==> src/rtl/sobel_result_writer_pkg.sv <==
// sobel_pkg: shared types and constants for the Sobel result writer.
//   state_e   - writer FSM states (IDLE, RUN, FLUSH)
//   PIX_W     - pixel width in bits
//   WORD_W    - packed memory word width in bits
//   PIX_PER_WORD - pixels packed into one memory word
//   out_pix() - number of valid Sobel output pixels for a given image size
//   out_words() - number of packed words needed for one frame
package sobel_pkg;

  typedef enum logic [1:0] {
    IDLE  = 2'd0,
    RUN   = 2'd1,
    FLUSH = 2'd2
  } state_e;

  localparam int PIX_W        = 8;
  localparam int WORD_W       = 32;
  localparam int PIX_PER_WORD = 4;

  // A 3x3 kernel loses one pixel on every border.
  function automatic int out_pix(input int width, input int height);
    return (width - 2) * (height - 2);
  endfunction

  function automatic int out_words(input int width, input int height);
    return (out_pix(width, height) + PIX_PER_WORD - 1) / PIX_PER_WORD;
  endfunction

endpackage

==> src/rtl/sobel_result_writer_if.sv <==
// sobel_result_writer_if: frame-memory write port (valid/ready).
//   wr_addr_o  - word address
//   wr_data_o  - packed word, earliest pixel in [7:0]
//   wr_valid_o - write request
//   wr_ready_i - memory accepts when wr_valid_o & wr_ready_i
// master: the writer side; slave: the memory side.
interface sobel_result_writer_if #(
  parameter int ADDR_W = 16
) ();

  logic [ADDR_W-1:0]            wr_addr_o;
  logic [sobel_pkg::WORD_W-1:0] wr_data_o;
  logic                         wr_valid_o;
  logic                         wr_ready_i;

  modport master (
    output wr_addr_o,
    output wr_data_o,
    output wr_valid_o,
    input  wr_ready_i
  );

  modport slave (
    input  wr_addr_o,
    input  wr_data_o,
    input  wr_valid_o,
    output wr_ready_i
  );

endinterface

==> src/rtl/sobel_result_writer_fifo.sv <==
// sobel_word_fifo: synchronous show-ahead FIFO with registered storage.
//   clk, rst - clock, asynchronous active-high reset
//   push/din - write request and data; ignored when full unless popping
//   pop      - read request; ignored when empty
//   full     - no free entry
//   empty    - no stored entry
//   dout     - head entry (valid whenever !empty)
// Push and pop together are accepted at any occupancy, including full.
module sobel_word_fifo #(
  parameter int WIDTH = 32,
  parameter int DEPTH = 8
) (
  input  logic             clk,
  input  logic             rst,
  input  logic             push,
  input  logic [WIDTH-1:0] din,
  input  logic             pop,
  output logic             full,
  output logic             empty,
  output logic [WIDTH-1:0] dout
);

  localparam int AW = $clog2(DEPTH);

  logic [WIDTH-1:0] mem_q [DEPTH];
  logic [WIDTH-1:0] mem_d [DEPTH];
  logic [AW:0]      wr_ptr_q, wr_ptr_d;
  logic [AW:0]      rd_ptr_q, rd_ptr_d;
  logic             wr_en;
  logic             rd_en;

  // Pointers carry one extra wrap bit to tell full from empty.
  assign empty = (wr_ptr_q == rd_ptr_q);
  assign full  = (wr_ptr_q[AW] != rd_ptr_q[AW]) &&
                 (wr_ptr_q[AW-1:0] == rd_ptr_q[AW-1:0]);
  assign dout  = mem_q[rd_ptr_q[AW-1:0]];

  always_comb begin
    rd_en    = pop && !empty;
    // When full, the slot being written is the one being vacated by the pop.
    wr_en    = push && (!full || rd_en);
    mem_d    = mem_q;
    wr_ptr_d = wr_ptr_q;
    rd_ptr_d = rd_ptr_q;
    if (wr_en) begin
      mem_d[wr_ptr_q[AW-1:0]] = din;
      wr_ptr_d                = wr_ptr_q + (AW+1)'(1);
    end
    if (rd_en) begin
      rd_ptr_d = rd_ptr_q + (AW+1)'(1);
    end
  end

  always_ff @(posedge clk or posedge rst) begin
    if (rst) begin
      mem_q    <= '{default: '0};
      wr_ptr_q <= '0;
      rd_ptr_q <= '0;
    end else begin
      mem_q    <= mem_d;
      wr_ptr_q <= wr_ptr_d;
      rd_ptr_q <= rd_ptr_d;
    end
  end

endmodule

==> src/rtl/sobel_result_writer.sv <==
// sobel_result_writer: sink for the Sobel pixel stream.
// Packs one frame of 8-bit edge pixels four per 32-bit word, buffers the
// words in a small FIFO and writes them to consecutive word addresses.
//   clk, rst     - clock, asynchronous active-high reset
//   start_i      - one-cycle pulse, arms a new frame (IDLE only)
//   grayscale_i  - Sobel result pixel
//   done_i       - pixel strobe, grayscale_i valid this cycle
//   wr_if        - memory write port (address, data, valid/ready)
//   busy_o       - high in RUN or FLUSH
//   frame_done_o - one-cycle pulse after the last word is accepted
//   overflow_o   - sticky, a packed word was dropped (cleared by start_i)
module sobel_result_writer
  import sobel_pkg::*;
#(
  parameter int               IMG_WIDTH  = 256,
  parameter int               IMG_HEIGHT = 256,
  parameter int               ADDR_W     = 16,
  parameter logic [ADDR_W-1:0] BASE_ADDR = '0,
  parameter int               FIFO_DEPTH = 8
) (
  input  logic                  clk,
  input  logic                  rst,
  input  logic                  start_i,
  input  logic [PIX_W-1:0]      grayscale_i,
  input  logic                  done_i,
  sobel_result_writer_if.master wr_if,
  output logic                  busy_o,
  output logic                  frame_done_o,
  output logic                  overflow_o
);

  localparam int              OUT_PIX  = out_pix(IMG_WIDTH, IMG_HEIGHT);
  localparam int              CNT_W    = $clog2(OUT_PIX + 1);
  localparam logic [CNT_W-1:0] LAST_CNT = CNT_W'(OUT_PIX - 1);

  state_e              state_q, state_d;
  logic [CNT_W-1:0]    cnt_q, cnt_d;
  logic [1:0]          idx_q, idx_d;
  logic [WORD_W-1:0]   pack_q, pack_d;
  logic [ADDR_W-1:0]   addr_q, addr_d;
  logic                ovf_q, ovf_d;

  logic [WORD_W-1:0]   lane_word;
  logic                pix_take;
  logic                last_pix;
  logic                start_take;
  logic                fifo_push;
  logic                fifo_pop;
  logic                fifo_full;
  logic                fifo_empty;
  logic [WORD_W-1:0]   fifo_dout;

  sobel_word_fifo #(
    .WIDTH (WORD_W),
    .DEPTH (FIFO_DEPTH)
  ) u_fifo (
    .clk   (clk),
    .rst   (rst),
    .push  (fifo_push),
    .din   (lane_word),
    .pop   (fifo_pop),
    .full  (fifo_full),
    .empty (fifo_empty),
    .dout  (fifo_dout)
  );

  assign wr_if.wr_addr_o  = addr_q;
  assign wr_if.wr_data_o  = fifo_dout;
  assign wr_if.wr_valid_o = !fifo_empty;
  assign overflow_o       = ovf_q;

  // Packer, pixel counter, address and overflow tracking.
  always_comb begin
    // Current pack register with the incoming pixel merged into its lane;
    // lanes above idx are still zero, so this is also the pushed word.
    lane_word = pack_q;
    lane_word[{idx_q, 3'b000} +: PIX_W] = grayscale_i;

    pix_take   = (state_q == RUN) && done_i;
    last_pix   = (cnt_q == LAST_CNT);
    start_take = (state_q == IDLE) && start_i;
    fifo_push  = pix_take && ((idx_q == 2'd3) || last_pix);
    fifo_pop   = !fifo_empty && wr_if.wr_ready_i;

    cnt_d  = cnt_q;
    idx_d  = idx_q;
    pack_d = pack_q;
    addr_d = addr_q;
    ovf_d  = ovf_q;

    if (start_take) begin
      cnt_d  = '0;
      idx_d  = '0;
      pack_d = '0;
      addr_d = BASE_ADDR;
      ovf_d  = 1'b0;
    end

    if (pix_take) begin
      cnt_d = cnt_q + CNT_W'(1);
      if (fifo_push) begin
        idx_d  = '0;
        pack_d = '0;
      end else begin
        idx_d  = idx_q + 2'd1;
        pack_d = lane_word;
      end
    end

    if (fifo_pop) begin
      addr_d = addr_q + ADDR_W'(1);
    end

    // The word is lost but still counted, so the frame ends normally.
    if (fifo_push && fifo_full && !fifo_pop) begin
      ovf_d = 1'b1;
    end
  end

  // Next-state logic.
  always_comb begin
    state_d = state_q;
    unique case (state_q)
      IDLE:    if (start_i) state_d = RUN;
      RUN:     if (fifo_push && last_pix) state_d = FLUSH;
      // FLUSH is always entered with at least one word buffered, so reaching
      // empty here means the final word has just been accepted.
      FLUSH:   if (fifo_empty) state_d = IDLE;
      default: state_d = IDLE;
    endcase
  end

  // FSM outputs.
  always_comb begin
    busy_o       = (state_q != IDLE);
    frame_done_o = (state_q == FLUSH) && fifo_empty;
  end

  always_ff @(posedge clk or posedge rst) begin
    if (rst) begin
      state_q <= IDLE;
    end else begin
      state_q <= state_d;
    end
  end

  always_ff @(posedge clk or posedge rst) begin
    if (rst) begin
      cnt_q  <= '0;
      idx_q  <= '0;
      pack_q <= '0;
      addr_q <= BASE_ADDR;
      ovf_q  <= 1'b0;
    end else begin
      cnt_q  <= cnt_d;
      idx_q  <= idx_d;
      pack_q <= pack_d;
      addr_q <= addr_d;
      ovf_q  <= ovf_d;
    end
  end

endmodule

==> src/flat_wrapper.sv <==
// flat-port wrapper written by rule: the top's interface ports become plain ports
module sobel_result_writer_flat import sobel_pkg::*;
#(
  parameter int               IMG_WIDTH  = 256,
  parameter int               IMG_HEIGHT = 256,
  parameter int               ADDR_W     = 16,
  parameter logic [ADDR_W-1:0] BASE_ADDR = '0,
  parameter int               FIFO_DEPTH = 8
)
  (clk, rst, start_i, grayscale_i, done_i, busy_o, frame_done_o, overflow_o, wr_if_wr_addr_o, wr_if_wr_data_o, wr_if_wr_valid_o, wr_if_wr_ready_i);
  sobel_result_writer_if #(.ADDR_W(ADDR_W)) wr_if_i ();
  input  logic clk;
  input  logic rst;
  input  logic start_i;
  input  logic [PIX_W-1:0] grayscale_i;
  input  logic done_i;
  output logic busy_o;
  output logic frame_done_o;
  output logic overflow_o;
  output wire logic [$bits(wr_if_i.wr_addr_o)-1:0] wr_if_wr_addr_o;
  output wire logic [$bits(wr_if_i.wr_data_o)-1:0] wr_if_wr_data_o;
  output wire logic [$bits(wr_if_i.wr_valid_o)-1:0] wr_if_wr_valid_o;
  input wire logic [$bits(wr_if_i.wr_ready_i)-1:0] wr_if_wr_ready_i;
  assign wr_if_wr_addr_o = wr_if_i.wr_addr_o;
  assign wr_if_wr_data_o = wr_if_i.wr_data_o;
  assign wr_if_wr_valid_o = wr_if_i.wr_valid_o;
  assign wr_if_i.wr_ready_i = wr_if_wr_ready_i;
  sobel_result_writer #(.IMG_WIDTH(IMG_WIDTH), .IMG_HEIGHT(IMG_HEIGHT), .ADDR_W(ADDR_W), .BASE_ADDR(BASE_ADDR), .FIFO_DEPTH(FIFO_DEPTH)) u_core (.clk(clk), .rst(rst), .start_i(start_i), .grayscale_i(grayscale_i), .done_i(done_i), .wr_if(wr_if_i), .busy_o(busy_o), .frame_done_o(frame_done_o), .overflow_o(overflow_o));
endmodule
==> config.mk <==
export PLATFORM = sky130hd
export DESIGN_NAME = sobel_result_writer_flat
export DESIGN_NICKNAME = d
export VERILOG_FILES = /design/src/rtl/sobel_result_writer_pkg.sv /design/src/rtl/sobel_result_writer_if.sv /design/src/rtl/sobel_result_writer_fifo.sv /design/src/rtl/sobel_result_writer.sv /design/src/flat_wrapper.sv
export SDC_FILE = /design/constraint.sdc
export NUM_CORES = 1
export LEC_CHECK = 0
export CAP_MARGIN = 20
export CELL_PAD_IN_SITES_DETAIL_PLACEMENT = 2
export CELL_PAD_IN_SITES_GLOBAL_PLACEMENT = 2
export CORE_MARGIN = 1
export CORE_UTILIZATION = 46
export DETAILED_ROUTE_END_ITERATION = 10
export GPL_TIMING_DRIVEN = 0
export PLACE_DENSITY_LB_ADDON = 0.3
export SYNTH_ARGS = -nofsm -noshare
export SYNTH_HDL_FRONTEND = slang
export SYNTH_SLANG_ARGS = --single-unit
==> constraint.sdc <==
create_clock -name clk -period 25.2 [get_ports clk]
set_input_delay 5.04 -clock clk [delete_from_list [all_inputs] [get_ports clk]]
set_output_delay 5.04 -clock clk [all_outputs]
set_load 0.02 [all_outputs]
# Word-level counts from Yosys, hierarchy flattened
# Cells that the tools add are included.
[classes]
add_sub_neg = 6
order_cmp = 3
eq_ne = 10
n_shift = 2
muxes = 22
bitwise_logic = 2
reduce_logical = 23
[ops]
columns = ["cell", "count"]
rows = [
  ["$bwmux 256", 1],
  ["$mux 32", 6],
  ["$bmux 32 s3", 1],
  ["$demux 32 s3", 1],
  ["$mux 16", 3],
  ["$add 16x1->16 const B", 2],
  ["$bwmux 32", 1],
  ["$shift 8x7->32 const A", 1],
  ["$shiftx 8x7->32", 1],
  ["$eq 16x16->1 const B", 1],
  ["$logic_and 1x1->1", 12],
  ["$mux 2", 6],
  ["$add 4x1->4 const B", 2],
  ["$ge 4x4->1 const B", 2],
  ["$not 3->4", 2],
  ["$reduce_bool 2->1", 4],
  ["$neg 5->7", 1],
  ["$pmux 2 s3", 1],
  ["$eq 2x2->1 const B", 2],
  ["$eq 4x4->1", 1],
  ["$lt 4x1->1 const B", 1],
  ["$ne 2x2->1 const B", 2],
  ["$eq 3x3->1", 1],
  ["$logic_not 1->1", 3],
  ["8 further kinds", 10],
]
[totals]
reg_bits = 333
inputBits = 13
out_inout_bits = 52
elab_cells = 84

# Depth between registers and ports, before layout
# Gate-level depths: netlist of run 1.
[depth]
word_depth = 6
ltp_mapped = 8
depth_no_buf = 7

# Hierarchy
# From an unflattened synthesis of run 1, not the netlist that was laid out.
[hier_totals]
hier_cells = 1103
area_unflattened_um2 = 15632.5
[by_module_without_submodules]
columns = ["mod", "instances", "cells_per_inst", "area_each_um2"]
rows = [
  ["sobel_word_fifo", 1, 709, 12030.3],
  ["sobel_result_writer", 1, 394, 3602.2],
]

# Least setup slack after synthesis of run 1
# Ideal clock, no wire load.
[synth_path]
kind = "flip-flop to output port"
start = "register u_core.u_fifo.rd_ptr_q[0]"
end = "output wr_if_wr_data_o[0]"
t_arrival_ns = 2.371
path_slack_ns = 17.789
stages_incl_launch_ff = 6
path_buffers = 3
cell_sequence = "dfrtp_1 clkbuf_1 clkbuf_1 buf_1 mux4_2 mux2_2"
[synth_between]
elab_chain_len = 4
[synth_rtl]
columns = ["element", "line", "text"]
rows = [
  ["start, declared", "sobel_result_writer_fifo.sv:28", "logic [AW:0] rd_ptr_q, rd_ptr_d;"],
  ["start signal, assigned", "sobel_result_writer_fifo.sv:62", "rd_ptr_q <= rd_ptr_d;"],
  ["$not 3->4 (not written as such)", "sobel_result_writer_fifo.sv:36", "assign dout = mem_q[rd_ptr_q[AW-1:0]];"],
  ["$bmux 32 s3", "sobel_result_writer_fifo.sv:36", ""],
  ["$mux 32 (not written as such) (2 in series)", "sobel_result_writer_fifo.sv:36", ""],
  ["end, declared", "flat_wrapper.sv:21", "output wire logic [$bits(wr_if_i.wr_data_o)-1:0] wr_if_wr_data_o;"],
]
# Every way passes these cells. The select of a mux whose other input is x is not followed.

# Worst setup path in the final report of run 1
[layout_path]
start = "register u_core.u_fifo.rd_ptr_q[0]"
end = "output wr_if_wr_data_o[7]"
# The elaborated chain is that of the path after synthesis.

==> flow_metrics.py, run 1 <==
metrics = {
    "die": {
        "io_pins": 65,
        "die_h_um": 187.8,
        "core_area_um2": 33780,
        "dieArea_um2": 35260,
        "die_w_um": 187.8,
        "initial_core_util_pct": 46.99,
        "rows": 67,
    },
    "clocking": {
        "cts_resized": 0,
        "clk_latency_ns": 0.55,
        "clk_path_buf_depth": 3,
        "cts_buffers": 39,
        "path_clk_slew_ns": 0.06,
        "postCtsSetupBuffers": 0,
        "hold_buffers": 0,
        "htree_levels": 2,
        "cts_tree": "built",
        "clkSinkCount": 333,
        "cts_root_buffer": "clkbuf_16",
    },
    "placed_design": {
        "dpl.cell_count": 1769,
        "dp_slack_ns": 16.06,
        "hpwl_um": 32480,
        "port_buffers": 64,
        "routabilityCongestion": 0.7739,
    },
    "setup_path": {
        "crit_arrival_ns": 4.68,
        "cpPeakStageDelay_ns": 0.86,
        "r2r_cells": 8,
        "crit_fanout": 10,
        "crit_top_cell": "clkbuf_1",
        "cp.required_ns": 20.16,
        "endpoint_kind": "output pin",
        "path_delay_family": "buffers and inverters",
        "crit_type": "flip-flop to output pin",
        "cpMaxStageDelayCell": "clkbuf_1",
        "cp_cell_sequence": "clkbuf_1 -> clkbuf_1 -> buf_1 -> mux4_2 -> mux2_2 -> clkdlybuf4s50_1",
        "start_kind": "flip-flop",
        "crit_buf_inv": 4,
        "cp_num_cells": 6,
    },
    "sta": {
        "post-route-min-period_ns": 9.715,
        "setup_ws_ns": 15.48,
        "finalHoldViolations": 0,
        "rsz0062_at_grt": "no",
        "slew_headroom_pct": 28.33,
        "finalSetupTns_ns": 0,
        "finalCritPeriodShare_pct": 38.55,
        "finalMaxSlewViolations": 0,
        "tightest_slew_ns": 1.075,
        "skew_ns": 0.02054,
        "fmax_ghz": 0.1029,
        "finalSetupViolCount": 0,
    },
    "drt": {
        "routed-via-count": 11370,
        "drc": 0,
        "vias_per_cell": 6.161,
        "drtIter0Drc": 693,
        "antenna_left": 0,
        "dr.pass1.iters": 5,
        "routed_wl_um": 54500,
        "wl_per_cell_um": 29.54,
    },
    "finish": {
        "final_cell_mix": "dfrtp_1, nand2_1, o21ai_0, mux2_4",
        "diodes": 0,
        "drive_gt1_share_pct": 21.83,
        "fin_nets": 1388,
        "final_cells": 1845,
        "syn2layout_area_growth_pct": 16.86,
        "mostFrequentLayoutCell": "dfrtp_1",
    },
    "logic_synthesis": {
        "syn-instance-count": 1255,
        "synth_nets": 1277,
        "seq_area_frac_synth_pct": 52.49,
        "syn-cell-area_um2": 15870,
        "synth_cell_types": 47,
        "yosysTopAreaCell": "dfrtp_1",
        "synth_top_area_share_pct": 52.49,
        "synth_area_leaders": "dfrtp_1, mux2_4, mux4_2",
        "ys_ff_latch": 333,
        "yosys_warnings": 0,
        "syn_avg_cell_area_um2": 12.65,
    },
    "global_routing": {
        "antenna_found_initial": 0,
        "grt_pass1_wl_um": 85090,
        "grt-ovfl-total": 0,
        "grt_max_degree": 125,
        "grt_usage_pct": 31.98,
        "grt_pass1_vias": 13230,
    },
    "run": {
        "maxCapViolCount": 0,
    },
    "outcome": {
        "outcome": "finished, final reports clean",
    },
    "pwr": {
        "ir_worst_vdd_v": 0.00005119,
        "p_leak_nw": 8.546,
        "cellPowerDensity_nw_per_um2": 99.52,
    },
    "worst_hold_path": {
        "min_path_type": "flip-flop to flip-flop",
        "hold_depth": 2,
    },
}
[stage by stage]
stage	hold slack (ns)	power (W)	area, um2	util, %
2_1_floorplan	0.4446	0.001026	15870	-
4_1_cts	0.4920	0.001846	18500	54.77
3_3_place_gp	0.4574	0.001178	17080	50.54
6_report	0.4850	0.001846	18550	54.91
5_1_grt	0.5026	0.001913	18550	54.91
3_5_place_dp	0.4695	0.001212	17140	50.75
[worst register-to-register path, stage by stage (launching register included)]
cell      delay, ns
dfrtp_1        0.43
ha_1           0.27
or4b_4         0.51
o41ai_4        0.53
and2_1         0.25
buf_6          0.21
nand3_1        0.36
clkbuf_1       0.41
o21ai_0        0.31
[power breakdown]
part	internal, W	switching, W
clock network	0.000364	0.000241
registers	0.000615	0.0000714
logic	0.000231	0.000324
[synthesized netlist by cell type, drive strengths merged]
library cell,n
a21oi,6
a22o,9
a22oi,8
a311oi,1
a31oi,4
a41o,1
a41oi,2
and2,3
and3,4
and4,2
buf,24
clkbuf,52
clkinv,1
dfrtp,333
ha,9
inv,32
mux2,193
mux2i,4
mux4,64
nand2,189
nand2b,2
nand3,25
nand3b,3
nand4,13
nand4b,2
nor2,15
nor2b,4
nor3,3
nor3b,1
nor4,2
nor4b,1
o2111ai,3
o211ai,4
o21a,24
o21ai,187
o31ai,8
o41ai,1
or4,2
or4b,1
xnor2,9
xor2,4
[cell families (layout without fill, tap and decap cells)]
group                    Yosys count  in the layout  synth area share [%]
adder cells (fa/ha/maj)            9              9                0.7094
AND/OR/NAND/NOR                  272            272                 7.953
AO/OA/AOI/OAI                    258            258                 9.388
buffers and inverters            109            251                 3.350
flip-flops                       333            333                 52.49
multiplexers                     261            261                 25.39
XOR/XNOR                          13             13                0.7173
[path summary, 6_finish.rpt]
check	startpoint	endpoint	slack, ns
setup / recovery	u_core.u_fifo.rd_ptr_q[0]$_DFFE_PP0P_	wr_if_wr_data_o[7]	15.48
max in group asynchronous	rst	u_core.u_fifo.mem_q[248]$_DFFE_PP0P_	18.56
setup reg to reg	u_core.cnt_q[0]$_DFFE_PP0P_	u_core.u_fifo.mem_q[50]$_DFFE_PP0P_	21.81
min in group asynchronous	rst	u_core.u_fifo.mem_q[198]$_DFFE_PP0P_	5.04
hold reg to reg	u_core.u_fifo.mem_q[96]$_DFFE_PP0P_	u_core.u_fifo.mem_q[96]$_DFFE_PP0P_	0.48
hold / removal	u_core.u_fifo.mem_q[96]$_DFFE_PP0P_	u_core.u_fifo.mem_q[96]$_DFFE_PP0P_	0.48
[routing by layer]
metal | vias up | wire length (um) | GRT usage [%]
met5 | - | 0 | 0
met3 | 131 | 1774 | 4.492
met2 | 310 | 28190 | 56.20
met1 | 6196 | 22650 | 39.90
li1 | 4730 | - | -
met4 | 0 | 1892 | 12.26
[layout make-up]
| class | count | area [um2] |
|---|---|---|
| timing repair buffer | 70 | 742.0 |
| buffer | 76 | 407.9 |
| clock inverter | 14 | 191.4 |
| multi-input combinational | 813 | 7015 |
| fill | 3108 | 15230 |
| tap | 448 | 560.5 |
| inverter | 33 | 131.4 |
| clock buffer | 58 | 1169 |
| sequential | 333 | 8333 |
[sequential cells by signal (all words and copies together) (netlist names)]
register and flops:
u_core.cnt_q 16, u_core.idx_q 2, u_core.overflow_o 1, u_core.pack_q 32, u_core.state_q 2, u_core.u_fifo.mem_q 256, u_core.u_fifo.rd_ptr_q 4, u_core.u_fifo.wr_ptr_q 4
u_core.wr_if.wr_addr_o 16
Note: power is estimated with default switching activity, not from simulation.
==> run 2, diff against run 1 <==
--- a/config.mk
+++ b/config.mk
@@ -9,7 +9,7 @@
 export CELL_PAD_IN_SITES_DETAIL_PLACEMENT = 2
 export CELL_PAD_IN_SITES_GLOBAL_PLACEMENT = 2
 export CORE_MARGIN = 1
-export CORE_UTILIZATION = 46
+export CORE_UTILIZATION = 39
 export DETAILED_ROUTE_END_ITERATION = 10
 export GPL_TIMING_DRIVEN = 0
 export PLACE_DENSITY_LB_ADDON = 0.3
==> constraint.sdc (replaced) <==
create_clock -name clk -period 8.2 [get_ports clk]
set_input_delay 1.64 -clock clk [delete_from_list [all_inputs] [get_ports clk]]
set_output_delay 1.64 -clock clk [all_outputs]
set_load 0.02 [all_outputs]
==> run 2 against run 1 <==
- power increased to 3.0 times the previous value
- utilization decreased by 8.1 points
- clock power increased to 2.9 times the previous value
- critical endpoint is now wr_if_wr_data_o[8]
- largest cell class unchanged
- highest routed layer unchanged
==> flow_metrics.py, run 2 (synthesis gave the netlist of run 1 again) <==
metrics = {
    "finish": {
        "mostFrequentLayoutCell": "dfrtp_1",
        "diodes": 0,
        "fin_util_pct": 46.84,
        "syn2layout_area_growth_pct": 17.78,
        "drive_gt1_share_pct": 22.04,
        "reg_top3": "u_core.u_fifo.mem_q x256, u_core.pack_q x32",
        "final_cell_area_um2": 18700,
        "final_cells": 1927,
        "largest_register_ffs": 256,
        "fillers": 3896,
        "fin_nets": 1396,
        "final_cell_mix": "dfrtp_1, nand2_1, o21ai_0, mux2_4",
        "largest-register": "u_core.u_fifo.mem_q",
    },
    "setup_path": {
        "endpoint_kind": "output pin",
        "cpPeakStageDelay_ns": 0.82,
        "crit_buf_inv": 4,
        "start_kind": "flip-flop",
        "crit_type": "flip-flop to output pin",
        "crit_fanout": 10,
        "path_delay_family": "buffers and inverters",
        "cp_cell_sequence": "clkbuf_1 -> clkbuf_1 -> buf_1 -> mux4_2 -> mux2_2 -> clkdlybuf4s50_1",
        "cpMaxStageDelayCell": "clkbuf_1",
        "cp.required_ns": 6.56,
        "crit_top_cell": "clkbuf_1",
        "crit_arrival_ns": 4.55,
    },
    "clocking": {
        "cts_buffers": 40,
        "cts_root_buffer": "clkbuf_16",
        "cts_resized": 0,
        "htree_levels": 2,
        "cts_tree": "built",
        "clk_path_buf_depth": 3,
        "clkSinkCount": 333,
        "hold_buffers": 0,
        "postCtsSetupBuffers": 0,
        "clk_latency_ns": 0.55,
        "path_clk_slew_ns": 0.06,
    },
    "die": {
        "core_area_um2": 39910,
        "dieArea_um2": 41510,
        "die_w_um": 203.8,
        "rows": 73,
        "initial_core_util_pct": 39.77,
        "io_pins": 65,
        "die_h_um": 203.8,
    },
    "drt": {
        "drc": 0,
        "wl_per_cell_um": 25.57,
        "dr.pass1.iters": 4,
        "routed_wl_um": 49280,
        "antenna_left": 0,
        "vias_per_cell": 5.654,
        "drtIter0Drc": 487,
        "routed-via-count": 10900,
    },
    "pwr": {
        "cellPowerDensity_nw_per_um2": 294.2,
        "ir_worst_vdd_v": 0.0002161,
        "p_leak_nw": 8.570,
    },
    "sta": {
        "rsz0062_at_grt": "no",
        "finalMaxSlewViolations": 0,
        "post-route-min-period_ns": 6.185,
        "finalCritPeriodShare_pct": 75.43,
        "fin_hold_ws_ns": 0.4793,
        "tightest_slew_ns": 1.095,
        "fmax_ghz": 0.1617,
        "finalSetupViolCount": 0,
        "skew_ns": 0.01558,
        "slew_headroom_pct": 26.44,
        "finalHoldViolations": 0,
    },
    "worst_hold_path": {
        "min_path_type": "flip-flop to flip-flop",
    },
    "run": {
        "maxCapViolCount": 0,
    },
    "placed_design": {
        "port_buffers": 64,
        "placed_cell_area_um2": 17370,
        "routabilityCongestion": 0.7544,
        "dpl.cell_count": 1854,
        "hpwl_um": 32370,
    },
    "global_routing": {
        "grt_pass1_wl_um": 77340,
        "grt_pass1_vias": 12540,
        "grt_usage_pct": 24.69,
        "antenna_found_initial": 0,
        "grt-ovfl-total": 0,
        "grt_max_degree": 41,
    },
    "outcome": {
        "outcome": "finished, final reports clean",
    },
}
==> run 2: changes by cell type in the layout (fill, tap and decap cells not counted) <==
cell	previous run	this run
buf_2	2	3
clkinv_2	6	4
clkinv_8	1	0
clkbuf_16	40	41
buf_16	2	0
clkbuf_1	60	61
clkbuf_2	1	0
inv_6	2	3
inv_8	1	0
clkbuf_8	10	13
buf_6	17	16
bufinv_16	4	0
buf_8	2	3
buf_12	0	9
==> run 2: per-stage QoR <==
stage | TNS (ns) | setup WS [ns] | total power (W)
after floorplan | 0 | 2.111 | 0.003154
after global placement | -134.27 | -0.4498 | 0.003639
after detailed placement | 0 | 2.430 | 0.003733
after CTS | 0 | 1.828 | 0.005531
after global routing | 0 | 1.746 | 0.005751
final | 0 | 2.015 | 0.005500
==> run 2: worst register-to-register path, stage by stage, from the launching register on <==
cell       delay (ns)
dfrtp_1          0.33
clkbuf_1         0.64
xnor2_1          0.29
nand4_1          0.26
o2111ai_1        0.72
clkbuf_1         0.67
nand2_1          0.12
o21ai_0          0.13
==> run 2: worst paths after layout <==
kind                                                       startpoint                                   end  slack [ns]  cells past startpoint
max in group asynchronous                                         rst   u_core.u_fifo.mem_q[85]$_DFFE_PP0P_        5.48                      5
worst min-delay path              u_core.u_fifo.mem_q[96]$_DFFE_PP0P_   u_core.u_fifo.mem_q[96]$_DFFE_PP0P_        0.48                      2
worst min register to register    u_core.u_fifo.mem_q[96]$_DFFE_PP0P_   u_core.u_fifo.mem_q[96]$_DFFE_PP0P_        0.48                      2
min in group asynchronous                                         rst   u_core.u_fifo.mem_q[38]$_DFFE_PP0P_        1.52                      2
worst max-delay path            u_core.u_fifo.rd_ptr_q[0]$_DFFE_PP0P_                    wr_if_wr_data_o[8]        2.01                      6
worst max register to register  u_core.u_fifo.rd_ptr_q[2]$_DFFE_PP0P_  u_core.u_fifo.mem_q[110]$_DFFE_PP0P_        4.94                      7
==> run 2: cell type report <==
class | instances | area, um2 | area share [%]
Clock inverter | 7 | 46.29 | 0.2476
Clock buffer | 63 | 1239 | 6.625
Timing Repair Buffer | 77 | 870.8 | 4.658
Multi-Input combinational cell | 813 | 7015 | 37.52
Inverter | 33 | 127.6 | 0.6826
Buffer | 76 | 407.9 | 2.182
Tap cell | 525 | 656.9 | 3.513
Sequential cell | 333 | 8333 | 44.57
==> run 2: metal layers <==
metal / GRT usage (%) / vias to the layer above / wire length (um)
met1: 32.38 / 5883 / 21840
li1: - / 4744 / -
met5: 0 / - / 0
met3: 3.212 / 85 / 1537
met2: 42.81 / 184 / 24760
met4: 6.713 / 0 / 1142
==> run 2: report_power, final <==
group	total (W)	internal [W]	leakage [nW]	switching (W)
registers	0.00208	0.00189	4.61	0.000194
clock network	0.00176	0.00104	0.639	0.000726
logic	0.00165	0.000716	3.33	0.000939
